==> src/rtl/mc_ctrl_if.sv <==
// Signal bundle between the multicycle control unit and its datapath/memory.
// Drive side of the control unit is the master modport; the datapath/memory side is the slave.
interface mc_ctrl_if #(
    parameter int CNT_W = 32
);
    logic [31:0]      inst;
    logic             zero;
    // Memory handshake: mem_re/mem_we is a request held for every cycle of an access;
    // the access completes in the first cycle that also sees mem_ready=1, and mem_ready
    // in any cycle without a request has no effect.
    logic             mem_ready;
    logic             mem_re;
    logic             mem_we;
    logic             ir_we;
    logic             pc_we;
    logic [1:0]       pc_src;
    logic             reg_we;
    logic             reg_dst;
    logic             mem_to_reg;
    logic [2:0]       alu_op;
    logic [1:0]       alu_src_b;
    logic [2:0]       state;
    logic             trap;
    logic             trap_cause;
    logic [CNT_W-1:0] retired;

    modport master (
        input  inst, zero, mem_ready,
        output mem_re, mem_we, ir_we, pc_we, pc_src, reg_we, reg_dst, mem_to_reg,
               alu_op, alu_src_b, state, trap, trap_cause, retired
    );

    modport slave (
        output inst, zero, mem_ready,
        input  mem_re, mem_we, ir_we, pc_we, pc_src, reg_we, reg_dst, mem_to_reg,
               alu_op, alu_src_b, state, trap, trap_cause, retired
    );
endinterface

==> src/rtl/mc_ctrl_fsm.sv <==
// Multicycle CPU control unit: FETCH/DECODE/EXEC/MEM/WB sequencing, memory timeout and illegal-op traps.
// Define MC_CTRL_EXT_INST_EN to make addiu and slt legal instructions.
module mc_ctrl_fsm #(
    parameter int MEM_TIMEOUT = 16,
    parameter int CNT_W       = 32
) (
    input  logic      clk,
    input  logic      rst_n,
    mc_ctrl_if.master bus
);
`ifdef MC_CTRL_EXT_INST_EN
    localparam bit EXT_EN = 1'b1;
`else
    localparam bit EXT_EN = 1'b0;
`endif

    // The wait counter only needs to hold up to MEM_TIMEOUT-1; reaching that value with no ready traps.
    localparam int WAIT_W = (MEM_TIMEOUT < 2) ? 1 : $clog2(MEM_TIMEOUT);
    localparam logic [WAIT_W-1:0] WAIT_LAST = WAIT_W'(MEM_TIMEOUT - 1);

    typedef enum logic [2:0] {
        S_FETCH  = 3'd0,
        S_DECODE = 3'd1,
        S_EXEC   = 3'd2,
        S_MEM    = 3'd3,
        S_WB     = 3'd4,
        S_TRAP   = 3'd7
    } state_t;

    typedef enum logic [3:0] {
        C_ILL, C_ADDU, C_SUBU, C_SLL, C_SLT, C_ORI, C_ADDIU, C_LW, C_SW, C_BEQ, C_J
    } class_t;

    state_t            r_state, w_next;
    class_t            r_class, w_class;
    logic [WAIT_W-1:0] r_wait, w_wait_next;
    logic [CNT_W-1:0]  r_retired;
    logic              r_cause;

    logic [5:0] w_op, w_funct;
    logic       w_timeout, w_retire, w_to_trap, w_cause;
    logic       w_mem_re, w_mem_we, w_ir_we, w_pc_we, w_reg_we, w_reg_dst, w_mem_to_reg, w_trap;
    logic [1:0] w_pc_src, w_alu_src_b;
    logic [2:0] w_alu_op;

    assign w_op    = bus.inst[31:26];
    assign w_funct = bus.inst[5:0];

    always_comb begin
        w_class = C_ILL;
        case (w_op)
            6'h00: begin
                case (w_funct)
                    6'h21:   w_class = C_ADDU;
                    6'h23:   w_class = C_SUBU;
                    6'h00:   w_class = C_SLL;
                    6'h2A:   w_class = EXT_EN ? C_SLT : C_ILL;
                    default: w_class = C_ILL;
                endcase
            end
            6'h0D:   w_class = C_ORI;
            6'h09:   w_class = EXT_EN ? C_ADDIU : C_ILL;
            6'h23:   w_class = C_LW;
            6'h2B:   w_class = C_SW;
            6'h04:   w_class = C_BEQ;
            6'h02:   w_class = C_J;
            default: w_class = C_ILL;
        endcase
    end

    assign w_timeout = !bus.mem_ready && (r_wait == WAIT_LAST);

    always_ff @(posedge clk or negedge rst_n) begin
        if (!rst_n) begin
            r_state   <= S_FETCH;
            r_class   <= C_ILL;
            r_wait    <= '0;
            r_retired <= '0;
            r_cause   <= 1'b0;
        end else begin
            r_state <= w_next;
            r_wait  <= w_wait_next;
            if (r_state == S_DECODE) r_class <= w_class;
            if (w_retire) r_retired <= r_retired + CNT_W'(1);
            if (w_to_trap) r_cause <= w_cause;
        end
    end

    // Outputs are forced low while rst_n is asserted so no request leaks out during reset.
    always_comb begin
        w_next       = r_state;
        w_wait_next  = '0;
        w_retire     = 1'b0;
        w_to_trap    = 1'b0;
        w_cause      = 1'b0;
        w_mem_re     = 1'b0;
        w_mem_we     = 1'b0;
        w_ir_we      = 1'b0;
        w_pc_we      = 1'b0;
        w_pc_src     = 2'd0;
        w_reg_we     = 1'b0;
        w_reg_dst    = 1'b0;
        w_mem_to_reg = 1'b0;
        w_alu_op     = 3'd0;
        w_alu_src_b  = 2'd0;
        w_trap       = 1'b0;
        if (rst_n) begin
            case (r_state)
                S_FETCH: begin
                    w_mem_re    = 1'b1;
                    w_alu_src_b = 2'd1;
                    if (bus.mem_ready) begin
                        w_ir_we = 1'b1;
                        w_pc_we = 1'b1;
                        w_next  = S_DECODE;
                    end else if (w_timeout) begin
                        w_next    = S_TRAP;
                        w_to_trap = 1'b1;
                        w_cause   = 1'b1;
                    end else begin
                        w_wait_next = r_wait + WAIT_W'(1);
                    end
                end
                S_DECODE: begin
                    case (w_class)
                        C_ILL: begin
                            w_next    = S_TRAP;
                            w_to_trap = 1'b1;
                        end
                        C_J: begin
                            w_pc_we  = 1'b1;
                            w_pc_src = 2'd2;
                            w_retire = 1'b1;
                            w_next   = S_FETCH;
                        end
                        default: w_next = S_EXEC;
                    endcase
                end
                S_EXEC: begin
                    w_next = S_WB;
                    case (r_class)
                        C_ADDU:  w_alu_op = 3'd0;
                        C_SUBU:  w_alu_op = 3'd1;
                        C_SLL:   w_alu_op = 3'd3;
                        C_SLT:   w_alu_op = 3'd4;
                        C_ORI: begin
                            w_alu_op    = 3'd2;
                            w_alu_src_b = 2'd3;
                        end
                        C_ADDIU: w_alu_src_b = 2'd2;
                        C_LW, C_SW: begin
                            w_alu_src_b = 2'd2;
                            w_next      = S_MEM;
                        end
                        C_BEQ: begin
                            w_alu_op = 3'd1;
                            w_pc_we  = bus.zero;
                            w_pc_src = 2'd1;
                            w_retire = 1'b1;
                            w_next   = S_FETCH;
                        end
                        default: begin
                            w_next    = S_TRAP;
                            w_to_trap = 1'b1;
                        end
                    endcase
                end
                S_MEM: begin
                    w_mem_we = (r_class == C_SW);
                    w_mem_re = (r_class != C_SW);
                    if (bus.mem_ready) begin
                        w_retire = (r_class == C_SW);
                        w_next   = (r_class == C_SW) ? S_FETCH : S_WB;
                    end else if (w_timeout) begin
                        w_next    = S_TRAP;
                        w_to_trap = 1'b1;
                        w_cause   = 1'b1;
                    end else begin
                        w_wait_next = r_wait + WAIT_W'(1);
                    end
                end
                S_WB: begin
                    w_reg_we     = 1'b1;
                    w_reg_dst    = (r_class == C_ADDU) || (r_class == C_SUBU) ||
                                   (r_class == C_SLL)  || (r_class == C_SLT);
                    w_mem_to_reg = (r_class == C_LW);
                    w_retire     = 1'b1;
                    w_next       = S_FETCH;
                end
                S_TRAP:  w_trap = 1'b1;
                default: begin
                    w_next    = S_TRAP;
                    w_to_trap = 1'b1;
                end
            endcase
        end
    end

    assign bus.mem_re     = w_mem_re;
    assign bus.mem_we     = w_mem_we;
    assign bus.ir_we      = w_ir_we;
    assign bus.pc_we      = w_pc_we;
    assign bus.pc_src     = w_pc_src;
    assign bus.reg_we     = w_reg_we;
    assign bus.reg_dst    = w_reg_dst;
    assign bus.mem_to_reg = w_mem_to_reg;
    assign bus.alu_op     = w_alu_op;
    assign bus.alu_src_b  = w_alu_src_b;
    assign bus.state      = r_state;
    assign bus.trap       = w_trap;
    assign bus.trap_cause = r_cause;
    assign bus.retired    = r_retired;
endmodule
==> src/flat_wrapper.sv <==
// flat-port wrapper written by rule: the top's interface ports become plain ports
module mc_ctrl_fsm_flat 
#(
    parameter int MEM_TIMEOUT = 16,
    parameter int CNT_W       = 32
)
  (clk, rst_n, bus_inst, bus_zero, bus_mem_ready, bus_mem_re, bus_mem_we, bus_ir_we, bus_pc_we, bus_pc_src, bus_reg_we, bus_reg_dst, bus_mem_to_reg, bus_alu_op, bus_alu_src_b, bus_state, bus_trap, bus_trap_cause, bus_retired);
  mc_ctrl_if #(.CNT_W(CNT_W)) bus_i ();
  input  logic clk;
  input  logic rst_n;
  input wire logic [$bits(bus_i.inst)-1:0] bus_inst;
  input wire logic [$bits(bus_i.zero)-1:0] bus_zero;
  input wire logic [$bits(bus_i.mem_ready)-1:0] bus_mem_ready;
  output wire logic [$bits(bus_i.mem_re)-1:0] bus_mem_re;
  output wire logic [$bits(bus_i.mem_we)-1:0] bus_mem_we;
  output wire logic [$bits(bus_i.ir_we)-1:0] bus_ir_we;
  output wire logic [$bits(bus_i.pc_we)-1:0] bus_pc_we;
  output wire logic [$bits(bus_i.pc_src)-1:0] bus_pc_src;
  output wire logic [$bits(bus_i.reg_we)-1:0] bus_reg_we;
  output wire logic [$bits(bus_i.reg_dst)-1:0] bus_reg_dst;
  output wire logic [$bits(bus_i.mem_to_reg)-1:0] bus_mem_to_reg;
  output wire logic [$bits(bus_i.alu_op)-1:0] bus_alu_op;
  output wire logic [$bits(bus_i.alu_src_b)-1:0] bus_alu_src_b;
  output wire logic [$bits(bus_i.state)-1:0] bus_state;
  output wire logic [$bits(bus_i.trap)-1:0] bus_trap;
  output wire logic [$bits(bus_i.trap_cause)-1:0] bus_trap_cause;
  output wire logic [$bits(bus_i.retired)-1:0] bus_retired;
  assign bus_i.inst = bus_inst;
  assign bus_i.zero = bus_zero;
  assign bus_i.mem_ready = bus_mem_ready;
  assign bus_mem_re = bus_i.mem_re;
  assign bus_mem_we = bus_i.mem_we;
  assign bus_ir_we = bus_i.ir_we;
  assign bus_pc_we = bus_i.pc_we;
  assign bus_pc_src = bus_i.pc_src;
  assign bus_reg_we = bus_i.reg_we;
  assign bus_reg_dst = bus_i.reg_dst;
  assign bus_mem_to_reg = bus_i.mem_to_reg;
  assign bus_alu_op = bus_i.alu_op;
  assign bus_alu_src_b = bus_i.alu_src_b;
  assign bus_state = bus_i.state;
  assign bus_trap = bus_i.trap;
  assign bus_trap_cause = bus_i.trap_cause;
  assign bus_retired = bus_i.retired;
  mc_ctrl_fsm #(.MEM_TIMEOUT(MEM_TIMEOUT), .CNT_W(CNT_W)) u_core (.clk(clk), .rst_n(rst_n), .bus(bus_i));
endmodule
==> config.mk <==
export PLATFORM = sky130hd
export DESIGN_NAME = mc_ctrl_fsm_flat
export DESIGN_NICKNAME = d
export VERILOG_FILES = /design/src/rtl/mc_ctrl_if.sv /design/src/rtl/mc_ctrl_fsm.sv /design/src/flat_wrapper.sv
export SDC_FILE = /design/constraint.sdc
export NUM_CORES = 1
export LEC_CHECK = 0
export BUFFER_PORTS_ARGS = -buffer_cell sky130_fd_sc_hd__buf_2
export CAP_MARGIN = 15
export CORE_ASPECT_RATIO = 0.75
export CORE_MARGIN = 4
export CORE_UTILIZATION = 57
export CTS_BUF_LIST = sky130_fd_sc_hd__clkbuf_4
export DETAILED_ROUTE_END_ITERATION = 6
export PLACE_DENSITY = 0.95
export SETUP_SLACK_MARGIN = 0.3
export SLEW_MARGIN = 0
export SYNTH_ARGS = -nofsm -noshare
export SYNTH_HDL_FRONTEND = slang
export SYNTH_SLANG_ARGS = --single-unit
export TNS_END_PERCENT = 50
==> constraint.sdc <==
create_clock -name clk -period 5.2 [get_ports clk]
set_input_delay 0.52 -clock clk [delete_from_list [all_inputs] [get_ports clk]]
set_output_delay 0.52 -clock clk [all_outputs]
set_load 0.02 [all_outputs]
==> impl_metrics.csv, run 1 <==
group,metric,value,unit
pwr,fin_total_pwr,1.12,mW
synthesis,synth_cell_type_count,51,
synthesis,synth.most_common_cell,"dfrtp_1",
synthesis,synth_seq_cells,44,
final_layout,final_nets,386,
synthesis,synth_edf_count,0,
global_route,first_global_vias,2208,
sta,final-setup-viol-count,0,
clock_tree,cts_made_buffers,5,
sta,hold_ws,113,ps
synthesis,synthMuxAreaShare,0.420,%
final_layout,diodes,0,
critical_path,cp-startpoint,"u_core.bus.state[0]",
run_status,status,"finished clean",
global_route,grt_max_degree,30,
floorplanning,rows,21,
pwr,swShare,44.8,%
synthesis,synth_area,0.00268,mm2
critical_path,worst_ep_required_time,4680,ps
sta,fin_skew,17.8,ps
synthesis,synth_top_family_by_area,"simple AND/OR/NAND/NOR gates",
clock_tree,cts.sinks,44,
critical_path,regToRegSetupSlack,2700,ps
critical_path,r2r-start,"u_core.r_class[1]",
pwr,p_switching,0.501,mW
clock_tree,cts_resized,0,
pwr,seq_power_share,46.9,%
critical_path,critical_path.max_stage_delay,610,ps
synthesis,syn-instance-count,294,
synthesis,synth_compound_area_share,9.90,%
floorplanning,pin_count,87,
placed_design,hpwl,4680,um
sta,hold_viol,0,
synthesis,synth-xor-area-share,12.1,%
sta,maxSlewHeadroom,45.4,%
pwr,p_per_area,365,mW/mm2
clock_tree,cts_max_level,2,
routing,viasPerCell,6.05,
synthesis,synthTopCellsByCount,"44 x dfrtp_1, 22 x nand2_1, 21 x xor2_1",
routing,detail_route.iter0.violations,170,
final_layout,final_util,68.1,%
critical_path,r2r_end,"u_core.bus.retired[21]",
clock_tree,clkLatencyLatePin,370,ps
placed_design,gp_congestion,0.838,
critical_path,crit_path_end,"bus_reg_dst",
routing,vias,2458,
global_route,grt-ovfl-total,0,
critical_path,cp_slowest_cell,"dfrtp_1",
critical_path,cp.buffers_inverters,1,
routing,wirelength,6290,um
sta,min_period,2640,ps
clock_tree,post_cts_buffers,0,
final_layout,area_growth,14.2,%
floorplanning,floorplan.die_area,0.00587,mm2
floorplanning,die_height,67.4,um
floorplanning,core_area,0.00449,mm2
min_path,hp-class,"in -> async",
synthesis,synthSimpleGateAreaFrac,31.7,%
synthesis,syn_area_per_cell,9.12,um2
synthesis,synth_top_area_share,41.1,%
final_layout,fin_cells,406,
synthesis,syn_nets,332,
synthesis,synth_fa_ha_area_share,0.934,%
critical_path,crit_fanout,19,
job,max_cap_viol_count,0,
sta,slew_violations,0,
synthesis,async_flop_share,100,%
final_layout,fill_cells,335,
placed_design,io_buffers,66,
global_route,grt_pass1_wl,10300,um
pwr,clockPowerShare,15.2,%
global_route,antenna_found_initial,0,
floorplanning,die_width,87.2,um
placed_design,dp.cells,398,
critical_path,r2r_cells,5,
final_layout,fin_area,0.00306,mm2
pwr,ir_drop,0.190,mV
synthesis,synth_top_area_cell,"dfrtp_1",
sta,tns,0,ps
synthesis,synth_warnings,0,
pwr,power.internal,0.616,mW
routing,dr.pass1.iters,5,
placed_design,post_dp_cell_area,0.00300,mm2
critical_path,end_kind,"output port",
critical_path,critPathKind,"reg -> out",
sta,period_share,50.7,%
global_route,grt_usage,22.0,%
sta,setup_ws,2560,ps
routing,ant_nets,0,
synthesis,ys_seq_area_share,41.1,%
critical_path,cp.arrival,2120,ps
sta,rsz0062_at_grt,"false",
routing,drcViolationCount,0,
synthesis,synthFlopType,"dfrtp_1",
critical_path,worstSetupPathDepth,4,
final_layout,drive_gt1_share,24.9,%
pwr,leakage,1.48,nW
pwr,comb_power_share,37.9,%
critical_path,cp-start-kind,"flip-flop",
clock_tree,hold_buffers,0,
clock_tree,cts_tree,"yes",
sta,fmax,0.379,GHz
critical_path,path_cells,"or2_2 -> nor2_1 -> nor4bb_1 -> buf_2",
clock_tree,root_buffer,"clkbuf_4",
placed_design,pre_cts_slack,2360,ps
sta,tightestPinTransition,818,ps
synthesis,synth_area_leaders,"dfrtp_1 41%, xor2_1 6.9%, xnor2_1 5.2%, nor3_1 3.7%, nand3_1 3.4%",
clock_tree,clockBufferDepth,2,
floorplanning,initial_core_util,59.6,%
clock_tree,clk_pin_slew,140,ps
routing,wl_per_cell,15.5,um
critical_path,path_delay_family,"simple AND/OR/NAND/NOR gates",
[layout make-up]
class                      count  area, um2  share of cell area, %
multi-input combinational    225       1480                   48.2
sequential                    44       1100                   36.0
timing repair buffer          67        338                   11.0
tap                           57       71.3                   2.33
clock buffer                   5       37.5                   1.23
clock inverter                 3       18.8                  0.613
inverter                       5       18.8                  0.613
[cell usage in the layout (no fill, tap or decap), types with 3 or more instances in the layout]
cell and n:
buf_2 66, dfrtp_1 44, nand2_1 22, xor2_1 21, nor2_1 20, nor3_1 20
nand3_1 18, xnor2_1 16, o21ai_0 10, and3_1 9, nand4_1 8, a21oi_1 7
nand2b_1 6, nor2b_1 6, or3_1 6, a211oi_1 6, inv_1 5, and4_1 5
nor4_1 5, clkbuf_4 5, o21a_1 3, nor4b_1 3, nor4bb_1 3
[flip-flops by register name, indices dropped and copies added (netlist names)]
register and count:
u_core.r_wait 4, u_core.bus.trap_cause 1, u_core.r_class 4, u_core.bus.retired 32, u_core.bus.state 3
[cell families (layout without fill, tap and decap cells)]
| kind of cell | count (synthesis) | count (layout) |
|---|---|---|
| DFF | 44 | 44 |
| buffers and inverters | 25 | 80 |
| and+or+nand+nor | 146 | 146 |
| AOI/OAI and AO/OA | 39 | 39 |
| xor gates and xnor gates | 37 | 37 |
| adders and majority gates | 2 | 2 |
| muxes | 1 | 1 |
[power groups by stage]
stage	registers [mW]	clock network (mW)	logic, mW
after CTS	0.520	0.170	0.421
after global placement	0.520	0	0.404
after floorplan	0.478	0	0.348
after detailed placement	0.527	0	0.419
after global routing	0.539	0.186	0.461
final	0.524	0.170	0.424
[worst reg2reg max path, cell delays in order (launching register included)]
cell and delay (ps):
dfrtp_1 670, and4bb_2 320, a211oi_1 550, a311o_1 550, nor3_1 150, xor2_1 160
[layer usage]
metal | routed length (um) | vias to the layer above | global-route usage [%]
met2 | 2810 | 107 | 33.3
met1 | 2910 | 1167 | 31.2
met5 | 0 | - | 0
met4 | 111 | 0 | 7.66
met3 | 460 | 13 | 5.00
li1 | - | 1171 | -
[how the worst min path moves through the flow]
| stage | to | start | cells past startpoint |
|---|---|---|---|
| final | u_core.bus.retired[27] | rst_n | 1 |
| after global routing | u_core.bus.retired[28] | rst_n | 1 |
| after CTS | u_core.bus.retired[29] | rst_n | 1 |
| after detailed placement | u_core.bus.retired[31] | u_core.bus.retired[31] | 1 |
| after global placement | u_core.bus.retired[31] | u_core.bus.retired[31] | 1 |
| after floorplan | u_core.bus.retired[0] | rst_n | 0 |
No activity file was read; power rests on OpenSTA's default activity.
==> run 2, diff against run 1 <==
CORE_UTILIZATION = 48   (was 57)
PLACE_DENSITY = 0.86   (was 0.95)
clock period = 2.14 ns   (was 5.2 ns; I/O delays follow)
==> run 2 against run 1 <==
Effect of this change:
- the run now ends with negative setup slack left
- die area grew 17%
- combinational power grew to 5.8 times the previous value
- cell area increased by 34%
- sequential share of layout area is 9.1 points lower
- largest power group is now combinational logic
- highest routed layer unchanged
==> impl_metrics.csv, run 2 (synthesis gave the netlist of run 1 again) <==
group,metric,value,unit
pwr,seq_power_share,26.6,%
pwr,swShare,45.3,%
placed_design,gp_congestion,0.867,
critical_path,r2r-start,"u_core.bus.state[0]",
global_route,grt_usage,27.0,%
run_status,status,"complete, but fails checks",
clock_tree,root_buffer,"clkbuf_4",
sta,tightestPinTransition,607,ps
critical_path,r2r_end,"u_core.bus.retired[6]",
clock_tree,cts_tree,"yes",
final_layout,final_nets,448,
critical_path,regToRegSetupSlack,-90,ps
pwr,fin_total_pwr,4.17,mW
routing,detail_route.iter0.violations,452,
final_layout,drive_gt1_share,47.4,%
clock_tree,cts_max_level,2,
critical_path,crit_fanout,14,
global_route,grt_max_degree,26,
final_layout,multi_input_area,0.00185,mm2
floorplanning,die_width,94.3,um
pwr,p_per_area,1010,mW/mm2
sta,slew_violations,0,
final_layout,final_cell_mix,"54 x buf_2, 49 x buf_4, 42 x dfrtp_1",
final_layout,area_growth,53.4,%
global_route,grt-ovfl-total,0,
pwr,p_switching,1.89,mW
critical_path,cp.arrival,2020,ps
floorplanning,core_area,0.00538,mm2
pwr,ir_drop,0.528,mV
floorplanning,floorplan.die_area,0.00686,mm2
critical_path,cp-start-kind,"flip-flop",
pwr,leakage,1.95,nW
final_layout,fill_cells,318,
critical_path,critical_path.max_stage_delay,600,ps
routing,wl_per_cell,23.1,um
job,max_cap_viol_count,0,
routing,viasPerCell,6.61,
routing,vias,3213,
critical_path,cp_slowest_cell,"or4b_4",
global_route,grt_pass1_wl,14400,um
sta,fin_skew,27.9,ps
sta,fmax,0.448,GHz
floorplanning,die_height,72.7,um
critical_path,cp-startpoint,"u_core.r_class[1]",
final_layout,largest_register_ffs,32,
global_route,antenna_found_initial,0,
pwr,power.internal,2.28,mW
sta,setup_ws,-92.1,ps
floorplanning,initial_core_util,49.8,%
routing,wirelength,11200,um
placed_design,io_buffers,66,
final_layout,regArea,0.00110,mm2
global_route,first_global_vias,2930,
critical_path,worst_ep_required_time,1930,ps
floorplanning,rows,23,
final_layout,final_util,76.4,%
pwr,comb_power_share,59.4,%
sta,min_period,2230,ps
final_layout,final_common_cell,"buf_2",
routing,ant_nets,0,
sta,hold_viol,0,
sta,final-setup-viol-count,22,
sta,rsz0062_at_grt,"true",
clock_tree,clkLatencyLatePin,410,ps
final_layout,fin_cells,486,
min_path,hp-class,"in -> async",
final_layout,diodes,0,
pwr,clockPowerShare,14.0,%
sta,maxSlewHeadroom,59.4,%
clock_tree,cts_made_buffers,5,
placed_design,dp.cells,446,
critical_path,end_kind,"output port",
run_status,violations,"negative setup slack",
placed_design,hpwl,5490,um
critical_path,path_cells,"buf_4 -> or4b_4 -> nand3_1 -> a21oi_1 -> buf_2",
floorplanning,pin_count,87,
placed_design,pre_cts_slack,-127,ps
clock_tree,clockBufferDepth,2,
routing,drcViolationCount,0,
clock_tree,cts.sinks,44,
sta,period_share,104,%
routing,dr.pass1.iters,5,
critical_path,r2r_cells,6,
clock_tree,clk_pin_slew,170,ps
critical_path,critPathKind,"reg -> out",
[run 2: cell count changes in the layout (fill, tap and decap cells not counted), sizes merged]
cell / change
clkinv: -3
clkinvlp: +1
bufinv: +1
inv: +1
buf: +61
dlymetal6s4s: +1
[run 2: cell type report]
class | count | share of cell area (%)
Multi-Input combinational cell | 225 | 45.1
Sequential cell | 44 | 26.8
Timing Repair Buffer | 129 | 23.3
Tap cell | 75 | 2.28
Clock inverter | 3 | 1.13
Clock buffer | 5 | 0.913
Inverter | 5 | 0.457
[run 2: worst max-delay path by stage]
stage / end / slack [ps]
floorplan: u_core.bus.retired[31] / 40
global placement: u_core.bus.retired[3] / -80
detailed placement: u_core.bus.retired[3] / -130
CTS: u_core.bus.retired[6] / 30
global route: u_core.bus.retired[23] / -190
finish: bus_mem_re / -90
[run 2: routing by layer]
layer	wire [um]	vias to the layer above	global-route usage (%)
met5	0	-	0
met4	860	0	14.7
met3	1240	103	4.95
met2	5090	307	44.8
met1	4050	1512	33.7
li1	-	1291	-
[run 2: timing repair]
item                       4_1_cts  5_1_grt
resized for setup               48       44
pin swaps                       17       26
hold endpoints to repair        44        0
setup endpoints to repair       48       52
buffers inserted                21        9
hold buffers                     1        0
gates cloned                     1        0
[run 2: power by group through the flow]
| stage | Combinational [mW] | Sequential, mW | Clock (mW) |
|---|---|---|---|
| after floorplan | 0.983 | 1.17 | 0 |
| after global placement | 1.50 | 1.09 | 0 |
| after detailed placement | 1.54 | 1.10 | 0 |
| after CTS | 2.00 | 1.07 | 0.555 |
| after global routing | 2.57 | 1.12 | 0.622 |
| final | 2.48 | 1.11 | 0.583 |
[run 2: per-stage QoR]
step           hold WS (ps)  area (um2)  TNS [ps]
2_1_floorplan         -81.6        2820         0
3_3_place_gp            255        3380      -564
3_5_place_dp            264        3380     -1540
4_1_cts                 218        3810         0
5_1_grt                 125        4110     -2700
6_report                151        4110     -1280
[run 2: worst max-delay path: cells and delay by family (launching register included)]
| kind | cells | cell delay (ps) |
|---|---|---|
| and+or+nand+nor | 2 | 710 |
| DFF | 1 | 430 |
| buffers and inverters | 2 | 370 |
| AOI/OAI and AO/OA | 1 | 80 |
